`config.mk`:
```
export PLATFORM = sky130hd
export DESIGN_NAME = vending_controller
export DESIGN_NICKNAME = d
export VERILOG_FILES = /design/src/rtl/vend_pkg.sv /design/src/rtl/rise_pulse.sv /design/src/rtl/vending_controller.sv
export SDC_FILE = /design/constraint.sdc
export NUM_CORES = 1
export LEC_CHECK = 0
export CAP_MARGIN = 20
export CORE_MARGIN = 2
export CORE_UTILIZATION = 40
export CTS_BUF_LIST = sky130_fd_sc_hd__clkbuf_16
export DETAILED_ROUTE_END_ITERATION = 16
export PLACE_DENSITY = 0.66
export SLEW_MARGIN = 10
export SYNTH_ARGS = -nofsm -noshare
export SYNTH_HDL_FRONTEND = slang
export SYNTH_SLANG_ARGS = --single-unit
```
`constraint.sdc`:
```
create_clock -name clk -period 6.2 [get_ports clk]
set_input_delay 1.24 -clock clk [delete_from_list [all_inputs] [get_ports clk]]
set_output_delay 1.24 -clock clk [all_outputs]
set_load 0.03 [all_outputs]
```
`src/rtl/vend_pkg.sv`:
```
// rtl/vend_pkg.sv - shared state encodings and default parameters for the vending controller
package vend_pkg;

   typedef enum logic [2:0] {
      ST_IDLE     = 3'd0,
      ST_ACCUM    = 3'd1,
      ST_READY    = 3'd2,
      ST_DISPENSE = 3'd3,
      ST_CHANGE   = 3'd4
   } vend_state_t;

   localparam int VEND_CREDIT_W    = 8;
   localparam int VEND_COIN_A_VAL  = 50;
   localparam int VEND_COIN_B_VAL  = 100;
   localparam int VEND_PRICE       = 200;
   localparam int VEND_MAX_CREDIT  = 250;
   localparam int VEND_CHANGE_UNIT = 50;

   function automatic logic is_busy(input vend_state_t s);
      return (s == ST_DISPENSE) || (s == ST_CHANGE);
   endfunction

endpackage

```
`src/rtl/rise_pulse.sv`:
```
// rtl/rise_pulse.sv - registered rising-edge detector, one-cycle pulse per low-to-high input transition
module rise_pulse (
   input  logic clk,
   input  logic rst,
   input  logic i,
   output logic o
);

   logic prev;

   // prev clears in reset so an input held high across release still yields one pulse
   always_ff @(posedge clk or negedge rst) begin
      if (!rst) begin
         prev <= 1'b0;
         o    <= 1'b0;
      end else begin
         prev <= i;
         o    <= i & ~prev;
      end
   end

endmodule

```
`src/rtl/vending_controller.sv`:
```
// rtl/vending_controller.sv - coin-accepting vending FSM with credit, dispense and change payout
module vending_controller
   import vend_pkg::*;
#(
   parameter int CREDIT_W    = VEND_CREDIT_W,
   parameter int COIN_A_VAL  = VEND_COIN_A_VAL,
   parameter int COIN_B_VAL  = VEND_COIN_B_VAL,
   parameter int PRICE       = VEND_PRICE,
   parameter int MAX_CREDIT  = VEND_MAX_CREDIT,
   parameter int CHANGE_UNIT = VEND_CHANGE_UNIT
) (
   input  logic                clk,
   input  logic                rst,
   input  logic                coin_a,
   input  logic                coin_b,
   input  logic                vend,
   input  logic                cancel,
   output logic [2:0]          state,
   output logic [CREDIT_W-1:0] credit,
   output logic                dispense,
   output logic                change_pulse,
   output logic                reject,
   output logic                busy
);

   if (MAX_CREDIT >= (2 ** CREDIT_W) || PRICE > MAX_CREDIT ||
       CHANGE_UNIT <= 0 || COIN_A_VAL <= 0 || COIN_B_VAL <= 0 || PRICE <= 0 || MAX_CREDIT <= 0 ||
       (COIN_A_VAL % CHANGE_UNIT) != 0 || (COIN_B_VAL % CHANGE_UNIT) != 0 ||
       (PRICE % CHANGE_UNIT) != 0 || (MAX_CREDIT % CHANGE_UNIT) != 0) begin : g_bad_cfg
      $error("vending_controller: inconsistent credit parameters");
   end

   localparam logic [CREDIT_W:0]   A_V    = (CREDIT_W+1)'(COIN_A_VAL);
   localparam logic [CREDIT_W:0]   B_V    = (CREDIT_W+1)'(COIN_B_VAL);
   localparam logic [CREDIT_W:0]   MAX_V  = (CREDIT_W+1)'(MAX_CREDIT);
   localparam logic [CREDIT_W-1:0] PRICE_V = CREDIT_W'(PRICE);
   localparam logic [CREDIT_W-1:0] UNIT_V  = CREDIT_W'(CHANGE_UNIT);
   localparam logic [CREDIT_W-1:0] ZERO_V  = '0;

   logic coin_a_p, coin_b_p, vend_p, cancel_p;

   rise_pulse u_rise_coin_a (.clk(clk), .rst(rst), .i(coin_a), .o(coin_a_p));
   rise_pulse u_rise_coin_b (.clk(clk), .rst(rst), .i(coin_b), .o(coin_b_p));
   rise_pulse u_rise_vend   (.clk(clk), .rst(rst), .i(vend),   .o(vend_p));
   rise_pulse u_rise_cancel (.clk(clk), .rst(rst), .i(cancel), .o(cancel_p));

   vend_state_t         state_q, state_nxt;
   logic [CREDIT_W-1:0] credit_q, credit_nxt;
   logic [CREDIT_W:0]   sum_a, sum_b;
   logic                reject_nxt, dispense_nxt, change_nxt, busy_nxt;

   assign sum_a = {1'b0, credit_q} + A_V;
   assign sum_b = {1'b0, credit_q} + B_V;

   always_ff @(posedge clk or negedge rst) begin
      if (!rst) begin
         state_q      <= ST_IDLE;
         credit_q     <= '0;
         dispense     <= 1'b0;
         change_pulse <= 1'b0;
         reject       <= 1'b0;
         busy         <= 1'b0;
      end else begin
         state_q      <= state_nxt;
         credit_q     <= credit_nxt;
         dispense     <= dispense_nxt;
         change_pulse <= change_nxt;
         reject       <= reject_nxt;
         busy         <= busy_nxt;
      end
   end

   always_comb begin
      state_nxt  = state_q;
      credit_nxt = credit_q;
      reject_nxt = 1'b0;
      case (state_q)
         ST_IDLE, ST_ACCUM: begin
            // a coin swallowed by a winning cancel is still reported as refused
            if (cancel_p && state_q == ST_ACCUM) begin
               state_nxt  = ST_CHANGE;
               reject_nxt = coin_a_p | coin_b_p;
            end else if (coin_a_p || coin_b_p) begin
               if (coin_a_p) begin
                  if (sum_a <= MAX_V) credit_nxt = sum_a[CREDIT_W-1:0];
                  else                reject_nxt = 1'b1;
                  if (coin_b_p)       reject_nxt = 1'b1;
               end else begin
                  if (sum_b <= MAX_V) credit_nxt = sum_b[CREDIT_W-1:0];
                  else                reject_nxt = 1'b1;
               end
               if (credit_nxt >= PRICE_V)    state_nxt = ST_READY;
               else if (credit_nxt != ZERO_V) state_nxt = ST_ACCUM;
               else                          state_nxt = ST_IDLE;
            end
         end
         ST_READY: begin
            reject_nxt = coin_a_p | coin_b_p;
            if (cancel_p) begin
               state_nxt = ST_CHANGE;
            end else if (vend_p) begin
               state_nxt  = ST_DISPENSE;
               credit_nxt = credit_q - PRICE_V;
            end
         end
         ST_DISPENSE: begin
            reject_nxt = coin_a_p | coin_b_p;
            state_nxt  = (credit_q != ZERO_V) ? ST_CHANGE : ST_IDLE;
         end
         ST_CHANGE: begin
            reject_nxt = coin_a_p | coin_b_p;
            if (credit_q >= UNIT_V) begin
               credit_nxt = credit_q - UNIT_V;
               state_nxt  = (credit_nxt == ZERO_V) ? ST_IDLE : ST_CHANGE;
            end else begin
               state_nxt = ST_IDLE;
            end
         end
         default: begin
            state_nxt  = ST_IDLE;
            credit_nxt = '0;
         end
      endcase
   end

   // outputs are registered from next-state values so they line up with the state they describe
   always_comb begin
      dispense_nxt = (state_nxt == ST_DISPENSE);
      change_nxt   = (state_nxt == ST_CHANGE) && (credit_nxt >= UNIT_V);
      busy_nxt     = is_busy(state_nxt);
   end

   assign state  = state_q;
   assign credit = credit_q;

endmodule
```
Word-level counts from Yosys, hierarchy flattened
Cells that the tools add are included.
Word-level totals
  register bits after elaboration: 23
  logic and storage cells: 77
Cells by class
  add/subtract/negate cells: 4
  order comparisons: 5
  eq/ne operators: 6
  bitwise operators: 9
  muxes and demuxes: 29
  reduce and logical (&&, ||, !) cells: 10
Operator list (count)
  8-bit 2-to-1 mux: 11
  8-bit case mux with 4 select lines: 1
  3-bit 2-to-1 mux: 7
  9-bit by 8-bit less-or-equal comparator with 1-bit output (second input constant): 2
  8-bit by 6-bit >= comparator with 1-bit output (second input constant): 2
  8-bit nonzero test: 2
  3-bit case mux with 4 select lines: 1
  8-bit by 6-bit adder with 9-bit output (second input constant): 1
  8-bit by 7-bit adder with 9-bit output (second input constant): 1
  3-bit by 2-bit == test with 1-bit output (second input constant): 3
  8-bit >= comparator (second input constant): 1
  8-bit zero test: 1
  8-bit by 6-bit subtractor with 8-bit output (second input constant): 1
  8-bit subtractor (second input constant): 1
  1-bit 2-to-1 mux: 7
  3-bit == test (second input constant): 2
  1-bit bitwise AND: 4
  1-bit NOT: 4
  3-bit by 1-bit == test with 1-bit output (second input constant): 1
  3-bit zero test: 1
  3-bit OR reduction: 1
  1-bit logical AND: 2
  1-bit logical OR: 2
  2-bit 2-to-1 mux: 1
  other kinds (3): 3

Longest topological paths before layout
  word-level depth: 15
  gate-level depth with buffers: 11
  gate-level depth less buffers: 10

Modules after synthesis
From an unflattened synthesis, not the netlist that was laid out.
Unflattened totals
  cell total of the unflattened synthesis: 244
  area total of the unflattened synthesis: 1983.2 sq um
By module, submodules not included
  vending_controller: times used 1, area an instance 1727.9 sq um, cells each 232
  rise_pulse: times used 4, area an instance 63.8 sq um, cells each 3

Worst setup path before layout
OpenSTA, ideal clock, no wires.
  path type: reg2reg
  start: reg credit_q[3], in the netlist credit[3]
  end: reg change_pulse
  setup time: 0.122 ns
  path slack: 3.377 ns
  required time: 6.078 ns
  clock period less this slack: 2.823 ns
  data arrival time: 2.701 ns
  cell stages (with the launch flop): 11
  path through: dfrtp_1 -> clkbuf_1 -> inv_1 -> ha_1 -> and4b_1 -> a2111oi_2 -> nor2_1 -> a211oi_1 -> o2bb2ai_1 -> or3_1 -> a32o_1
On the way
  elaborated cells on any way between the ends: 34
  those cells by class: add/sub (4); order compare (5); eq/ne (1); mux (20); reduce/logical (4)
RTL lines
  from (decl): RTL line vending_controller.sv:48  | logic [CREDIT_W-1:0] credit_q, credit_nxt;
  from (signal assigned): RTL line vending_controller.sv:65  | credit_q <= credit_nxt;
  8-bit by 7-bit adder with 9-bit output or 8-bit by 6-bit adder with 9-bit output (tied branches): RTL line vending_controller.sv:53, vending_controller.sv:52
  9-bit by 8-bit less-or-equal comparator with 1-bit output (on tied branches): RTL line vending_controller.sv:89, vending_controller.sv:85
  8-bit 2-to-1 mux (on tied branches): RTL line vending_controller.sv:89, vending_controller.sv:85
  8-bit 2-to-1 mux: RTL line vending_controller.sv:84  | if (coin_a_p) begin
  8-bit 2-to-1 mux: RTL line vending_controller.sv:83  | end else if (coin_a_p || coin_b_p) begin
  8-bit 2-to-1 mux: RTL line vending_controller.sv:80  | if (cancel_p && state_q == ST_ACCUM) begin
  8-bit 2-to-1 mux: RTL line vending_controller.sv:77  | case (state_q)
  8-bit 2-to-1 mux: RTL line vending_controller.sv:83
  8-bit 2-to-1 mux: RTL line vending_controller.sv:80
  8-bit case mux with 4 select lines (*): RTL line vending_controller.sv:77
  net credit_nxt[3]: RTL line vending_controller.sv:48
  8-bit by 6-bit >= comparator with 1-bit output (*): RTL line vending_controller.sv:129  | change_nxt = (state_nxt == ST_CHANGE) && (credit_nxt >= UNIT_V);
  1-bit logical AND (*): RTL line vending_controller.sv:129
  net change_nxt: RTL line vending_controller.sv:50  | logic reject_nxt, dispense_nxt, change_nxt, busy_nxt;
  to (signal assigned): RTL line vending_controller.sv:67  | change_pulse <= change_nxt;
  to (decl): RTL line vending_controller.sv:21  | output logic change_pulse,
The timed path passes the listed nets; every way through them passes the cells marked *. The select of a mux whose other input is x is not followed.

Worst setup path in the final report
  start: reg credit_q[6], in the netlist credit[6]
  end: out credit[6]
RTL lines
  to (decl): RTL line vending_controller.sv:19  | output logic [CREDIT_W-1:0] credit,
No word-level cell between the ends.

==> metrics.txt <==
# TYPE chip_impl_metric gauge
chip_impl_metric{name="multi_input_combinational_cell_area",unit="sq um"} 1190
chip_impl_metric{name="number_of_synthesized_flops_with_an_enable_pin",unit=""} 0
chip_impl_info{name="rsz0062_at_grt",value="no"} 1
chip_impl_metric{name="synth.mux.area_fraction",unit="%"} 1.69
chip_impl_info{name="layout.cells.most_common_list",value="23 x dfrtp_1, 20 x nand2_1, 20 x clkdlybuf4s50_1, 18 x o21ai_0, 17 x a21oi_1"} 1
chip_impl_metric{name="die_width",unit="microns"} 71.9
chip_impl_info{name="timing_worst_setup_path_type",value="reg2out"} 1
chip_impl_info{name="synth_top_family_by_area",value="compound AO/OA/AOI/OAI gates"} 1
chip_impl_metric{name="route.vias.total",unit=""} 1769
chip_impl_metric{name="detail-route-antenna-nets",unit=""} 0
chip_impl_metric{name="cts-buffers-inserted",unit=""} 3
chip_impl_metric{name="synth_largest_type_area_fraction",unit="%"} 31.2
chip_impl_info{name="gr-max-usage-layer",value="met2"} 1
chip_impl_metric{name="drt_iter0_drc",unit=""} 173
chip_impl_metric{name="route.detailed.vias_per_inst",unit=""} 6.10
chip_impl_metric{name="clock_sinks",unit=""} 23
chip_impl_metric{name="die-area",unit="sq um"} 5170
chip_impl_metric{name="timing_max_transition_violations_final",unit=""} 0
chip_impl_metric{name="area_used_by_sequential_logic_in_the_layout",unit="sq um"} 576
chip_impl_metric{name="antenna_cells",unit=""} 0
chip_impl_info{name="worst_path_max_delay_cell",value="clkdlybuf4s50_1"} 1
chip_impl_metric{name="synth.yosys.warnings",unit=""} 0
chip_impl_metric{name="port_buffers",unit=""} 20
chip_impl_metric{name="post-cts-setup-buffer-count",unit=""} 0
chip_impl_metric{name="placement_rows",unit=""} 24
chip_impl_metric{name="pwr_density_cell",unit="nW/um^2"} 573
chip_impl_metric{name="vdd.ir_drop.worst",unit="mV"} 0.262
chip_impl_metric{name="synthXorXnorAreaFrac",unit="%"} 3.32
chip_impl_info{name="netlist_top_cells_area",value="dfrtp_1 31%, ha_1 7.5%, o21ai_0 4.9%, a21oi_1 4.6%, nand2_1 4.1%"} 1
chip_impl_info{name="crit_path_cell_trace",value="clkdlybuf4s50_1"} 1
chip_impl_metric{name="final.setup.tns",unit="ps"} 0
chip_impl_metric{name="drt_drc_violations_left",unit=""} 0
chip_impl_metric{name="synthesis.instances",unit=""} 223
chip_impl_metric{name="min_period",unit="ps"} 3070
chip_impl_metric{name="arrival_time_reported_for_the_critical_path_endpoint",unit="ps"} 1830
chip_impl_metric{name="layout.filler_cells",unit=""} 433
chip_impl_metric{name="final_hold_viol_count",unit=""} 0
chip_impl_metric{name="finalSetupViolCount",unit=""} 0
chip_impl_metric{name="timing.clock.skew",unit="ps"} 5.55
chip_impl_metric{name="synth_cell_type_count",unit=""} 52
chip_impl_metric{name="synthArstFlopShare",unit="%"} 100
chip_impl_metric{name="post_synth_net_total",unit=""} 240
chip_impl_metric{name="globalRouteMet2Util",unit="%"} 35.9
chip_impl_info{name="cts-root-buf",value="clkbuf_16"} 1
chip_impl_metric{name="buf_inv_stages_crit_path",unit=""} 1
chip_impl_metric{name="largest_net_degree_at_the_start_of_global_routing",unit=""} 24
chip_impl_metric{name="largest_register_ffs",unit=""} 8
chip_impl_metric{name="routed_wl",unit="microns"} 5280
chip_impl_metric{name="leakage_power_total",unit="nW"} 0.880
chip_impl_metric{name="critPathRequiredTime",unit="ps"} 4960
chip_impl_info{name="min-delay-path-class",value="reg2reg"} 1
chip_impl_metric{name="initial_core_util",unit="%"} 41.8
chip_impl_metric{name="area_growth_syn_to_layout",unit="%"} 16.7
chip_impl_metric{name="grt_util_met3",unit="%"} 2.22
chip_impl_metric{name="relSlewSlack",unit="%"} 49.1
chip_impl_metric{name="grt_antenna_before_repair",unit=""} 0
chip_impl_info{name="yosys_most_used_dff",value="dfrtp_1"} 1
chip_impl_info{name="worst_path_dominant_cell_family",value="buffers and inverters"} 1
chip_impl_metric{name="globalRouteTotalUtil",unit="%"} 21.0
chip_impl_metric{name="cap_viol_max_count",unit=""} 0
chip_impl_metric{name="ctsLongestPathBuffers",unit=""} 2
chip_impl_info{name="tritoncts",value="yes"} 1
chip_impl_metric{name="grt_pass1_wl",unit="microns"} 8480
chip_impl_metric{name="cts-hold-fix-buffers",unit=""} 0
chip_impl_metric{name="final.period_utilization",unit="%"} 49.6
chip_impl_metric{name="detail_route.wl_per_cell",unit="microns"} 18.2
chip_impl_info{name="end_kind",value="primary output"} 1
chip_impl_info{name="run_status",value="finished, final reports clean"} 1
chip_impl_metric{name="p_total",unit="mW"} 1.23
chip_impl_metric{name="netlist_area_before_placement",unit="sq um"} 1850
chip_impl_metric{name="met1_usage",unit="%"} 29.5
chip_impl_metric{name="synth_compound_gate_area_share",unit="%"} 27.4
chip_impl_metric{name="place_hpwl",unit="microns"} 3920
chip_impl_metric{name="core",unit="sq um"} 4410
chip_impl_info{name="mostFrequentLayoutCell",value="dfrtp_1"} 1
chip_impl_metric{name="die_height",unit="microns"} 71.9
chip_impl_metric{name="count_of_cells_resized_by_post_cts_repair",unit=""} 0
chip_impl_info{name="critPathLaunchType",value="flip-flop"} 1
chip_impl_metric{name="postSynthRegisterBits",unit=""} 23
chip_impl_metric{name="yosys.area_share.simple",unit="%"} 24.7
chip_impl_metric{name="tightestPinTransition",unit="ps"} 755
chip_impl_metric{name="final_layout_size_suffix_gt1_share",unit="%"} 4.62
chip_impl_metric{name="place_congestion",unit=""} 1.03
chip_impl_metric{name="avgSynthCellArea",unit="sq um"} 8.28
chip_impl_metric{name="grt_overflow",unit=""} 0
chip_impl_metric{name="worstPathMaxFanout",unit=""} 18
chip_impl_metric{name="worst-r2r-setup-slack",unit="ps"} 3170
chip_impl_metric{name="cts-htree-levels",unit=""} 1
chip_impl_metric{name="largest_incremental_delay_on_the_critical_path",unit="ps"} 790
chip_impl_metric{name="fmaxAchievable",unit="MHz"} 325
chip_impl_metric{name="clk_pin_slew",unit="ps"} 60
chip_impl_metric{name="nets",unit=""} 256
chip_impl_metric{name="first_pass_iters",unit=""} 4
chip_impl_metric{name="ios",unit=""} 21
chip_impl_metric{name="number_of_global_route_vias_before_repair",unit=""} 1604
chip_impl_metric{name="synth_adder_area_share",unit="%"} 7.46
chip_impl_metric{name="synth.yosys.seq_area_share",unit="%"} 31.2
chip_impl_info{name="post-synth-top-area-cell",value="dfrtp_1"} 1
chip_impl_metric{name="fin_hold_ws",unit="ps"} 389
chip_impl_metric{name="clkLatencyLatePin",unit="ps"} 260
-- metal layers --
layer  share of wire, %  wire length [microns]
met1                 45                   2400
met3                5.0                    263
met4               0.63                     33
met2                 49                   2580
met5                  0                      0
-- report_power, final --
part	leakage (nW)	internal [mW]	switching, mW
sequential	0.289	0.193	0.136
combinational	0.550	0.316	0.450
clock	0.0409	0.0868	0.0535
total	0.880	0.595	0.640
-- stage by stage --
stage	cell area, sq um	utilization, %	instances	setup WS (ps)
floorplan	1850	-	223	3380
global placement	2060	46.6	285	3200
detailed placement	2060	46.6	285	3160
CTS	2140	48.4	289	3130
global route	2150	48.8	290	2930
finish	2150	48.8	290	3130
-- final timing paths --
| check | cells past startpoint | startpoint | to |
|---|---|---|---|
| max reg2reg | 9 | credit[3]$_DFF_PN0_ | change_pulse$_DFF_PN0_ |
| min | 1 | u_rise_coin_a.prev$_DFF_PN0_ | u_rise_coin_a.o$_DFF_PN0_ |
| min reg2reg | 1 | u_rise_coin_a.prev$_DFF_PN0_ | u_rise_coin_a.o$_DFF_PN0_ |
| min in group asynchronous | 1 | rst | credit[0]$_DFF_PN0_ |
| max | 1 | credit[6]$_DFF_PN0_ | credit[6] |
| max in group asynchronous | 2 | rst | credit[1]$_DFF_PN0_ |
-- cells in the mapped netlist (all sizes together), types with 5 or more instances --
cell type	instances
a211oi	5
a21oi	18
and2	8
clkbuf	8
dfrtp	23
ha	11
inv	7
nand2	20
nand2b	8
nand3	10
nor2	16
nor2b	7
o21ai	19
-- cells by family (layout without fill, tap and decap cells) --
family                   Yosys count  in the layout
AO/OA/AOI/OAI                     75             75
XOR/XNOR                           7              7
adder cells (fa/ha/maj)           11             11
buffers and inverters             17             32
flip-flops                        23             23
multiplexers                       3              3
AND/OR/NAND/NOR                   87             87
-- final cells by class --
class / count / area share (%)
clock buffers: 3 / 3.49
clock inverters: 1 / 0.232
inverters: 7 / 1.22
multi-input cells: 183 / 55.3
flip-flops and latches: 23 / 26.7
well taps: 52 / 3.02
repair buffers: 21 / 9.99
No activity file was read; power rests on OpenSTA's default activity.
